## src/rtl/muldiv_sequencer.sv

```systemverilog
// Multi-cycle RV32M multiply/divide sequencer for the execute stage.
// Shift-add multiply and restoring divide, one step per clock, with a
// fix-up cycle for sign correction and a one-cycle done pulse.
module muldiv_sequencer #(
    parameter int unsigned XLEN = 32
) (
    input  logic            clk_i,
    input  logic            rst_i,
    input  logic            start_i,
    input  logic [2:0]      funct3_i,
    input  logic [XLEN-1:0] src_a_i,
    input  logic [XLEN-1:0] src_b_i,
    input  logic            flush_i,
    output logic            busy_o,
    output logic            stall_o,
    output logic            done_o,
    output logic [XLEN-1:0] result_o
);

    localparam int unsigned CntW = $clog2(XLEN + 1);
    localparam logic [XLEN-1:0] MinNeg = {1'b1, {(XLEN - 1){1'b0}}};

    typedef enum logic [2:0] {
        StIdle,
        StMul,
        StDiv,
        StFix,
        StDone
    } state_e;

    state_e            state_q;
    logic [CntW-1:0]   cnt_q;
    logic [2:0]        op_q;
    logic [2*XLEN-1:0] acc_q;      // {product high, multiplier / product low}
    logic [XLEN-1:0]   opb_q;      // multiplicand or divisor magnitude
    logic [XLEN-1:0]   rem_q;
    logic [XLEN-1:0]   quot_q;     // dividend shifts out as quotient shifts in
    logic              neg_res_q;  // product / quotient needs negation
    logic              neg_rem_q;  // remainder takes the dividend's sign
    logic [XLEN-1:0]   result_q;

    // Operand decode for the op presented on the inputs.
    logic            a_signed, b_signed, a_neg, b_neg;
    logic [XLEN-1:0] a_mag, b_mag;
    logic            div_zero, div_ovf, special;
    logic [XLEN-1:0] special_res;

    // Per-step datapath.
    logic [XLEN:0]     mul_sum;
    logic [2*XLEN-1:0] mul_next;
    logic [XLEN:0]     div_shift;  // one extra bit so the trial subtract shows a borrow
    logic [XLEN:0]     div_diff;
    logic [2*XLEN-1:0] prod;
    logic [XLEN-1:0]   fix_res;

    logic last_step;

    // Sign handling and special-case detection on the incoming operands.
    always_comb begin
        a_signed = 1'b0;
        b_signed = 1'b0;
        if (funct3_i[2]) begin
            a_signed = ~funct3_i[0];
            b_signed = ~funct3_i[0];
        end else begin
            a_signed = (funct3_i[1:0] == 2'b01) || (funct3_i[1:0] == 2'b10);
            b_signed = (funct3_i[1:0] == 2'b01);
        end
        a_neg = a_signed & src_a_i[XLEN-1];
        b_neg = b_signed & src_b_i[XLEN-1];
        // Most negative value maps to itself, read back as unsigned.
        a_mag = a_neg ? -src_a_i : src_a_i;
        b_mag = b_neg ? -src_b_i : src_b_i;

        div_zero = funct3_i[2] & (src_b_i == '0);
        div_ovf  = funct3_i[2] & ~funct3_i[0] & (src_a_i == MinNeg) & (&src_b_i);
        special  = div_zero | div_ovf;

        special_res = '0;
        if (div_zero) begin
            special_res = funct3_i[1] ? src_a_i : '1;
        end else if (div_ovf) begin
            special_res = funct3_i[1] ? '0 : MinNeg;
        end
    end

    // One multiply step, one divide step, and the final sign fix-up.
    always_comb begin
        mul_sum  = {1'b0, acc_q[2*XLEN-1:XLEN]} + (acc_q[0] ? {1'b0, opb_q} : '0);
        mul_next = {mul_sum, acc_q[XLEN-1:1]};

        div_shift = {rem_q, quot_q[XLEN-1]};
        div_diff  = div_shift - {1'b0, opb_q};

        prod = neg_res_q ? -acc_q : acc_q;

        fix_res = result_q;
        if (!op_q[2]) begin
            fix_res = (op_q[1:0] == 2'b00) ? prod[XLEN-1:0] : prod[2*XLEN-1:XLEN];
        end else if (!op_q[1]) begin
            fix_res = neg_res_q ? -quot_q : quot_q;
        end else begin
            fix_res = neg_rem_q ? -rem_q : rem_q;
        end

        last_step = (cnt_q == CntW'(XLEN - 1));
    end

    // Sequencer state, working registers and registered result.
    always_ff @(posedge clk_i) begin
        if (rst_i) begin
            state_q   <= StIdle;
            cnt_q     <= '0;
            op_q      <= '0;
            acc_q     <= '0;
            opb_q     <= '0;
            rem_q     <= '0;
            quot_q    <= '0;
            neg_res_q <= 1'b0;
            neg_rem_q <= 1'b0;
            result_q  <= '0;
        end else begin
            unique case (state_q)
                StIdle: begin
                    if (start_i && !flush_i) begin
                        op_q <= funct3_i;
                        if (special) begin
                            result_q <= special_res;
                            state_q  <= StDone;
                        end else begin
                            cnt_q     <= '0;
                            opb_q     <= b_mag;
                            neg_res_q <= a_neg ^ b_neg;
                            neg_rem_q <= a_neg;
                            if (funct3_i[2]) begin
                                rem_q   <= '0;
                                quot_q  <= a_mag;
                                state_q <= StDiv;
                            end else begin
                                acc_q   <= {{XLEN{1'b0}}, a_mag};
                                state_q <= StMul;
                            end
                        end
                    end
                end
                StMul: begin
                    if (flush_i) begin
                        state_q <= StIdle;
                    end else begin
                        acc_q <= mul_next;
                        cnt_q <= cnt_q + CntW'(1);
                        if (last_step) begin
                            state_q <= StFix;
                        end
                    end
                end
                StDiv: begin
                    if (flush_i) begin
                        state_q <= StIdle;
                    end else begin
                        if (!div_diff[XLEN]) begin
                            rem_q  <= div_diff[XLEN-1:0];
                            quot_q <= {quot_q[XLEN-2:0], 1'b1};
                        end else begin
                            rem_q  <= div_shift[XLEN-1:0];
                            quot_q <= {quot_q[XLEN-2:0], 1'b0};
                        end
                        cnt_q <= cnt_q + CntW'(1);
                        if (last_step) begin
                            state_q <= StFix;
                        end
                    end
                end
                StFix: begin
                    if (flush_i) begin
                        state_q <= StIdle;
                    end else begin
                        result_q <= fix_res;
                        state_q  <= StDone;
                    end
                end
                StDone: begin
                    // Same instruction is still in E here, so start is ignored.
                    state_q <= StIdle;
                end
                default: begin
                    state_q <= StIdle;
                end
            endcase
        end
    end

    // Stall is combinational so the accept cycle itself freezes the pipeline.
    always_comb begin
        stall_o = 1'b0;
        unique case (state_q)
            StIdle:             stall_o = start_i & ~flush_i;
            StMul, StDiv, StFix: stall_o = 1'b1;
            default:            stall_o = 1'b0;
        endcase
    end

    assign busy_o   = (state_q != StIdle);
    assign done_o   = (state_q == StDone);
    assign result_o = result_q;

endmodule

```

## config.mk

```make
export PLATFORM = sky130hd
export DESIGN_NAME = muldiv_sequencer
export DESIGN_NICKNAME = d
export VERILOG_FILES = /design/src/rtl/muldiv_sequencer.sv
export SDC_FILE = /design/constraint.sdc
export NUM_CORES = 1
export LEC_CHECK = 0
export CORE_MARGIN = 2
export CORE_UTILIZATION = 61
export CTS_BUF_LIST = sky130_fd_sc_hd__clkbuf_4 sky130_fd_sc_hd__clkbuf_8 sky130_fd_sc_hd__clkbuf_16
export CTS_CLUSTER_DIAMETER = 120
export DETAILED_ROUTE_END_ITERATION = 8
export PLACE_DENSITY_LB_ADDON = 0.12
export SLEW_MARGIN = 20
export SYNTH_ARGS = -nofsm -noshare
export SYNTH_HDL_FRONTEND = slang
export SYNTH_SLANG_ARGS = --single-unit
```

## constraint.sdc

```tcl
create_clock -name clk_i -period 4.6 [get_ports clk_i]
set_input_delay 1.15 -clock clk_i [delete_from_list [all_inputs] [get_ports clk_i]]
set_output_delay 1.15 -clock clk_i [all_outputs]
set_load 0.005 [all_outputs]
```

== Word-level counts from Yosys, hierarchy flattened ==
Index checks and enable logic that the tools add are counted.
W data, S select, Z words.
Storage, ports and cells
  input bits: 71
  flip-flop bits (word level): 206
Cells by class
  equal/unequal tests: 18
  reduce and logical (&&, ||, !) cells: 21
  mux-type cells: 48
  bitwise gates (word level): 12
  $add $sub $neg: 8
Operators with widths (number)
  $mux W32: 24
  $mux W64: 5
  $pmux W32 S2: 3
  $neg A32 Y32: 4
  $pmux W64 S2: 1
  $neg A64 Y64: 1
  $add A32 B32 Y33: 1
  $sub A33 B32 Y33: 1
  $eq A32 B32 Y1 const B: 1
  $logic_not A32 Y1: 1
  $reduce_and A32 Y1: 1
  $mux W6: 3
  $ne A2 B2 Y1 const B: 9
  $mux W3: 5
  $pmux W6 S2: 1
  $reduce_and A5 Y1: 2
  $pmux W3 S3: 1
  $reduce_and A4 Y1: 2
  $reduce_bool A2 Y1: 4
  $and A1 B1 Y1: 7
  $add A6 B1 Y6 const B: 1
  $eq A3 B2 Y1 const B: 2
  $eq A6 B5 Y1 const B: 1
  $reduce_and A2 Y1: 2
  other kinds (20): 24

== Logic depth before layout (Yosys ltp) ==
Gate-level depths: netlist of the first run.
  depth in word-level cells: 9
  mapped depth: 14
  gate-level depth less buffers: 13

== Worst setup path before layout of the first run ==
Ideal clock, no wire load.
  path type: input to register
  from: in src_b_i[0]
  to: reg result_q[6] (netlist: result_o[6])
  data arrival time: 3.787 ns
  stages on the path: 12
  data required time: 4.468 ns
  setup slack: 0.681 ns
  path through: inv_1 > ha_1 > or4b_1 > clkbuf_1 > nor4_1 > nand3_1 > o22ai_4 > a21oi_2 > buf_2 > buf_2 > a311oi_1 > nor3_1
On the way
  cells in the longest elaborated chain, start to end: 7
  elaborated cells between the ends (all ways): 12
RTL lines
  start: declaration: line 12  | input logic [XLEN-1:0] src_b_i,
  $reduce_and A32 Y1: line 76  | div_ovf = funct3_i[2] & ~funct3_i[0] & (src_a_i == MinNeg) & (&src_b_i);
  $and A1 B1 Y1: line 76
  $mux W32: line 82  | end else if (div_ovf) begin
  $mux W32: line 80  | if (div_zero) begin
  $mux W32: line 127  | if (special) begin
  $mux W32: line 125  | if (start_i && !flush_i) begin
  $pmux W32 S2: line 123  | unique case (state_q)
  end signal: assignment: line 128  | result_q <= special_res;
  end signal: assignment: line 178  | result_q <= fix_res;
  end: declaration: line 40  | logic [XLEN-1:0] result_q;
Parallel ways exist; a longest one is shown, timed or not. The select of a mux whose other input is x is not followed.
A chain may end at the register's enable or synchronous reset.

== Worst setup path after layout of the first run ==
  from: reg acc_q[24]
  to: reg result_q[29] (netlist: result_o[29])
On the way
  cells in the longest elaborated chain, start to end: 6
RTL lines
  start: declaration: line 34  | logic [2*XLEN-1:0] acc_q;
  start signal: assignment: line 140  | acc_q <= {{XLEN{1'b0}}, a_mag};
  start signal: assignment: line 150  | acc_q <= mul_next;
  $neg A64 Y64: line 95  | prod = neg_res_q ? -acc_q : acc_q;
  $mux W64: line 95
  $mux W32: line 99  | fix_res = (op_q[1:0] == 2'b00) ? prod[XLEN-1:0] : prod[2*XLEN-1:XLEN];
  $mux W32: line 98  | if (!op_q[2]) begin
  $mux W32: line 175  | if (flush_i) begin
  $pmux W32 S2: line 123
No other way between the ends. The select of a mux whose other input is x is not followed.

==> results of run 1 <==
[report_power, final]
group / internal, uW / switching, uW / leakage, uW
logic: 535 / 995 / 0.00544
clock network: 1380 / 852 / 0.000441
registers: 1850 / 97.7 / 0.00167
[synthesized netlist by cell type, types with 18 or more instances]
library cell	n
mux2i_1	36
a211oi_1	80
nor2_1	289
ha_1	72
o31ai_1	49
o211ai_1	34
o21ai_0	169
nand2b_1	18
or4_1	22
a21oi_1	210
xor2_1	115
nand2_1	191
a31oi_1	26
clkbuf_1	121
nand4_1	19
nor3_1	37
inv_1	71
a21o_1	37
or3_1	36
xnor2_1	108
dfxtp_1	206
nor4_1	18
nand3_1	37
[logic make-up after synthesis]
logic type | count (synthesis) | synth area share (%)
AO/OA/AOI/OAI | 763 | 29.64
XOR/XNOR | 223 | 11.75
adder cells (fa/ha/maj) | 74 | 5.661
buffers and inverters | 213 | 4.945
flip-flops | 206 | 24.81
multiplexers | 38 | 2.303
AND/OR/NAND/NOR | 745 | 20.90
[registers in the layout (all words and copies together), names as in the netlist]
name,flops
acc_q,64
cnt_q,6
neg_rem_q,1
neg_res_q,1
op_q,3
opb_q,32
quot_q,32
rem_q,32
result_o,32
state_q,3
[per-stage QoR]
| stage | setup slack [ps] | total power [uW] | instance area, um^2 | hold slack [ps] | cells |
|---|---|---|---|---|---|
| floorplan | 680.8 | 2923 | 16620 | 446.1 | 2262 |
| global placement | 235.6 | 3423 | 18100 | 457.3 | 2628 |
| detailed placement | 213.5 | 3444 | 18100 | 463.7 | 2628 |
| CTS | 719.8 | 5652 | 19030 | 472.8 | 2673 |
| global route | 382.3 | 5895 | 19030 | 510.9 | 2673 |
| finish | 514.7 | 5716 | 19030 | 476.1 | 2674 |
[worst paths after layout]
check	end	slack (ps)	cells past startpoint	startpoint
setup / recovery	result_o[29]	510	8	acc_q[24]
hold / removal	opb_q[31]	480	2	opb_q[31]
setup reg to reg	result_o[29]	510	8	acc_q[24]
hold reg to reg	opb_q[31]	480	2	opb_q[31]
[area by class of cell]
type,instances,area (um^2),area share [%]
Timing Repair Buffer,165,1574,8.272
Tap cell,341,426.7,2.242
Clock buffer,29,668.1,3.511
Clock inverter,16,255.2,1.341
Multi-Input combinational cell,1843,11700,61.50
Sequential cell,206,4125,21.68
Inverter,73,274.0,1.440
Antenna cell,1,2.502,0.01315
[critical path: stages, from the launching register on]
cell and delay, ps:
dfxtp_1 400, or4_1 740, nor4_1 800, nand4_1 420, or2_2 450, o31ai_1 250
xnor2_1 290, o221ai_1 280, a311oi_1 340
[cells in the final DEF, fill, tap and decap left out, types with 37 or more instances in the layout]
cell type	synthesis	layout
xor2_1	115	115
o21ai_0	169	169
o31ai_1	49	49
clkdlybuf4s50_1	0	104
ha_1	72	72
nor2_1	289	289
a211oi_1	80	80
nand2_1	191	190
buf_4	2	55
dfxtp_1	206	205
inv_1	71	71
a21oi_1	210	210
a21o_1	37	37
xnor2_1	108	108
[per-layer routing]
layer,vias up,global-route usage [%],share of wire [%]
li1,8373,-,-
met1,8343,55.14,39
met2,1177,65.41,42
met3,281,6.336,9.8
met4,0,33.67,9.4
met5,-,0,0
==> summary.md, run 1 <==
| Metric | Value |
|---|---|
| IR drop worst, VDD | `0.2359 mV` |
| Buffers added on ports | `105` |
| Clock slew at reported path FFs | `70 ps` |
| Top Ports | `106` |
| Synth area leaders | `dfxtp_1, nor2_1, a21oi_1, xor2_1, xnor2_1` |
| Cell taking the most area after synthesis | `dfxtp_1` |
| Global placer's final weighted congestion | `1.069` |
| Final Core Density | `70.80%` |
| Final period util | `88.81%` |
| Outcome | `finished, final reports clean` |
| First-pass GRT wire length | `95940 um` |
| DP HPWL | `47920 um` |
| Sequential area share after synthesis | `24.81%` |
| TritonCTS Buffers | `25` |
| Pleak | `0.007552 uW` |
| Routed vias/inst | `6.797` |
| CP max FO | `7` |
| HP Class | `reg2reg` |
| Fin crit period | `4085 ps` |
| Post-route ant nets | `0` |
| Number of global-route vias before repair | `16660` |
| Post-cts gate resize count | `0` |
| Asr flop ratio synth | `0%` |
| Cts-stage hold buffer count | `0` |
| Skew-Pair Late Insertion Delay | `540 ps` |
| Drt drc | `0` |
| Final Skew | `11.09 ps` |
| Net Count, Synth | `2407` |
| Sink Count | `206` |
| Die width | `169.1 um` |
| Worst slew margin relative to its limit | `39.03%` |
| Cell count after synthesis | `2262` |
| Critical path launch point type | `register` |
| Die Ht | `169.1 um` |
| Crit path DAT | `4530 ps` |
| Fraction of layout cells with a size suffix above 1 | `5.832%` |
| Pwr dens | `300.4 nW/um^2` |
| Crit path kind | `reg2reg` |
| Synthesized flop and latch total | `206` |
| Max-slew violation count | `0` |
| Top-area cell type share of the netlist area | `24.81%` |
| CTS tree | `built` |
| Setup TNS | `0 ps` |
| Final WL | `62880 um` |
| Cell Rows | `60` |
| Max Fclk | `0.2448 GHz` |
| RSZ-0062 raised after global routing | `no` |
| Netlist cell types | `77` |
| DR WL/cell | `23.51 um` |
| Core ar. | `26880 um^2` |
| # setup viols final | `0` |
| Endpoint type of the worst setup path | `register` |
| Critical path required time | `5050 ps` |
| Vias post-DR | `18170` |
| DRT Pass-1 Iters | `8` |
| H-Tree Depth | `1` |
| Worst-Margin Slew | `914.6 ps` |
| EDFF count, synth | `0` |
| Synthesized area per cell | `7.348 um^2` |
| Synth Flop Type | `dfxtp_1` |
| Largest net degree at the start of global routing | `148` |
| Root Buffer | `clkbuf_16` |
| Ys Warns | `0` |
| Postcts setup bufs | `0` |
| Total Die Area | `28590 um^2` |
| First-iteration detailed-routing DRC count | `2424` |
| Area grow syn2layout | `14.47%` |
| Filler Cells Inserted | `2233` |
| Total congestion overflow | `0` |
| Antenna violations before repair | `1` |
| Nets | `2459` |
| Post-Syn Area | `16620 um^2` |
| CTS max path bufs | `3` |
| GRT Overall Usage | `43.14%` |
| Fin. Hold Viols | `0` |
| Max-cap violations | `0` |
| Starting Density | `61.85%` |
No activity file was read; power rests on OpenSTA's default activity.
==> run 2: changes to the inputs <==
GPL_TIMING_DRIVEN = 0   (was unset)
==> run 2 against run 1 <==
  * Clock skew grew 12 ps
  * Global-route usage increased by 5.4 points
  * First-iteration DRC count increased by 18%
  * Setup slack got worse by 490 ps
  * Sequential share of layout area about the same
  * Register-to-register slack lost 120 ps
  * Sequential cell count did not move
  * Critical path type is now in2reg
  * Critical endpoint is now acc_q[19]
  * Largest power group is now sequential cells
==> summary.md, run 2 (same netlist as run 1, synthesis figures left out) <==
| Metric | Value |
|---|---|
| Vias post-DR | `19330` |
| Fraction of layout cells with a size suffix above 1 | `4.060%` |
| FF-to-FF path depth | `11` |
| Sink Count | `206` |
| Root Buffer | `clkbuf_16` |
| R2R Path End | `result_o[26]` |
| Crit path DAT | `4990 ps` |
| Max-slew violation count | `0` |
| Final Core Density | `70.64%` |
| HP Class | `reg2reg` |
| Outcome | `finished, final reports clean` |
| Commonest non-fill, non-tap cell in the layout | `nor2_1` |
| CP max FO | `10` |
| Critical path launch point type | `input port` |
| Routed vias/inst | `7.018` |
| Slowest CP cell | `clkdlybuf4s50_1` |
| Pwr dens | `288.9 nW/um^2` |
| Number of global-route vias before repair | `17660` |
| Nets | `2541` |
| Number of flip-flops in the largest register | `64` |
| First-iteration detailed-routing DRC count | `2862` |
| Final Cell Area | `18980 um^2` |
| Die width | `169.1 um` |
| Buffers added on ports | `105` |
| CP cell instances | `clkdlybuf4s50_1 -> clkinv_1 -> clkbuf_1 -> ha_1 -> mux2i_1 -> and2_2 -> clkbuf_2 -> o31ai_1 -> xor2_2 -> a211oi_1 -> a21oi_1 -> nor2_1` |
| Largest net degree at the start of global routing | `14` |
| Final Skew | `23.06 ps` |
| Non-filler cells in the finished layout | `2755` |
| Max Fclk | `0.2186 GHz` |
| Register Area | `4124 um^2` |
| DP HPWL | `55310 um` |
| Critical Path End | `acc_q[19]` |
| Clock slew at reported path FFs | `70 ps` |
| R2R Setup Slk | `390 ps` |
| Final period util | `99.43%` |
| Die Ht | `169.1 um` |
| Global placer's final weighted congestion | `1.126` |
| DRT Pass-1 Iters | `6` |
| Fin. Hold Viols | `0` |
| Area grow syn2layout | `14.21%` |
| Top Ports | `106` |
| Total Die Area | `28590 um^2` |
| Cts-stage hold buffer count | `0` |
| Antenna violations before repair | `1` |
| Filler Cells Inserted | `2236` |
| Max-cap violations | `0` |
| Skew-Pair Late Insertion Delay | `560 ps` |
| Inst Count DP | `2708` |
| Worst Setup SP | `funct3_i[1]` |
| Placed cell area | `18110 um^2` |
| H-Tree Depth | `1` |
| Starting Density | `61.85%` |
| Most frequent cells in the layout | `nor2_1, a21oi_1, dfxtp_1` |
| Total congestion overflow | `0` |
| Endpoint type of the worst setup path | `register` |
| IR drop worst, VDD | `0.2609 mV` |
| Largest stage delay, worst path | `740 ps` |
| First-pass GRT wire length | `105000 um` |
| Post-route ant nets | `0` |
| Crit path kind | `in2reg` |
| Reg2reg start | `acc_q[0]` |
| Core ar. | `26880 um^2` |
| Critical path required time | `5010 ps` |
| Top reg by flops | `acc_q` |
| Worst-Margin Slew | `1086 ps` |
| GRT Overall Usage | `48.56%` |
| Cell Rows | `60` |
| Fin crit period | `4574 ps` |
| Pleak | `0.007429 uW` |
| CTS max path bufs | `3` |
| TritonCTS Buffers | `24` |
| # diodes | `0` |
| Multi-input gate area | `11740 um^2` |
| Drt drc | `0` |
| # setup viols final | `0` |
| Worst slew margin relative to its limit | `27.57%` |
| Final WL | `71510 um` |
| CTS tree | `built` |
| WHS Path Cells | `2` |
| DR WL/cell | `25.96 um` |
-- run 2: worst max-delay path: cells and delay by family --
| kind | cells | cell delay [ps] |
|---|---|---|
| mux | 1 | 360 |
| fa+ha+maj | 1 | 330 |
| xor+xnor | 1 | 450 |
| compound gates | 3 | 480 |
| simple gates | 2 | 430 |
| buf+inv | 4 | 1770 |
-- run 2: final cells by class --
cell class	count	share of cell area, %
clock buffer	34	3.757
clock inverter	10	0.3954
inverter	73	1.443
timing repair buffer	109	5.694
multi-input combinational	1843	61.86
buffer	139	2.880
tap	341	2.247
sequential	206	21.72
-- run 2: worst min-delay path by stage --
stage / slack [ps] / start / endpoint
floorplan: 450 / opb_q[31] / opb_q[31]
global placement: 440 / result_o[28] / result_o[28]
detailed placement: 450 / result_o[28] / result_o[28]
CTS: 460 / result_o[10] / result_o[10]
global route: 490 / result_o[10] / result_o[10]
finish: 460 / result_o[28] / result_o[28]
-- run 2: power breakdown --
part | internal (uW) | switching [uW] | leakage [uW] | total (uW)
Clock | 1090 | 853 | 0.000397 | 1940
Sequential | 1850 | 92.2 | 0.00167 | 1950
Combinational | 520 | 1080 | 0.00536 | 1600
Total | 3460 | 2020 | 0.00743 | 5480
-- run 2: metal layers --
metal,share of wire (%),up-vias,track usage (%),wire (um)
met2,40,1467,71.45,28840
met3,12,383,9.072,8596
met5,0.018,-,2.783,13
met1,36,8943,60.15,26000
met4,11,2,43.74,8066
li1,-,8539,-,-
-- run 2: repair_timing --
action / CTS / global route
gates resized for setup: 3 / 6
setup buffers: 2 / 2
endpoints found under the setup margin: 128 / 136
pin swaps: 2 / 1
-- run 2: stage by stage --
step	total power, uW	worst slack (ps)	hold WS [ps]	TNS (ps)
after CTS	5377	16.15	460.6	0
after floorplan	2923	680.8	446.1	0
final	5485	26.02	460.7	0
after detailed placement	3474	-866.8	451.4	-96700
after global routing	5612	-0.02265	486.2	-0.02265
after global placement	3444	-899.9	442.4	-96190
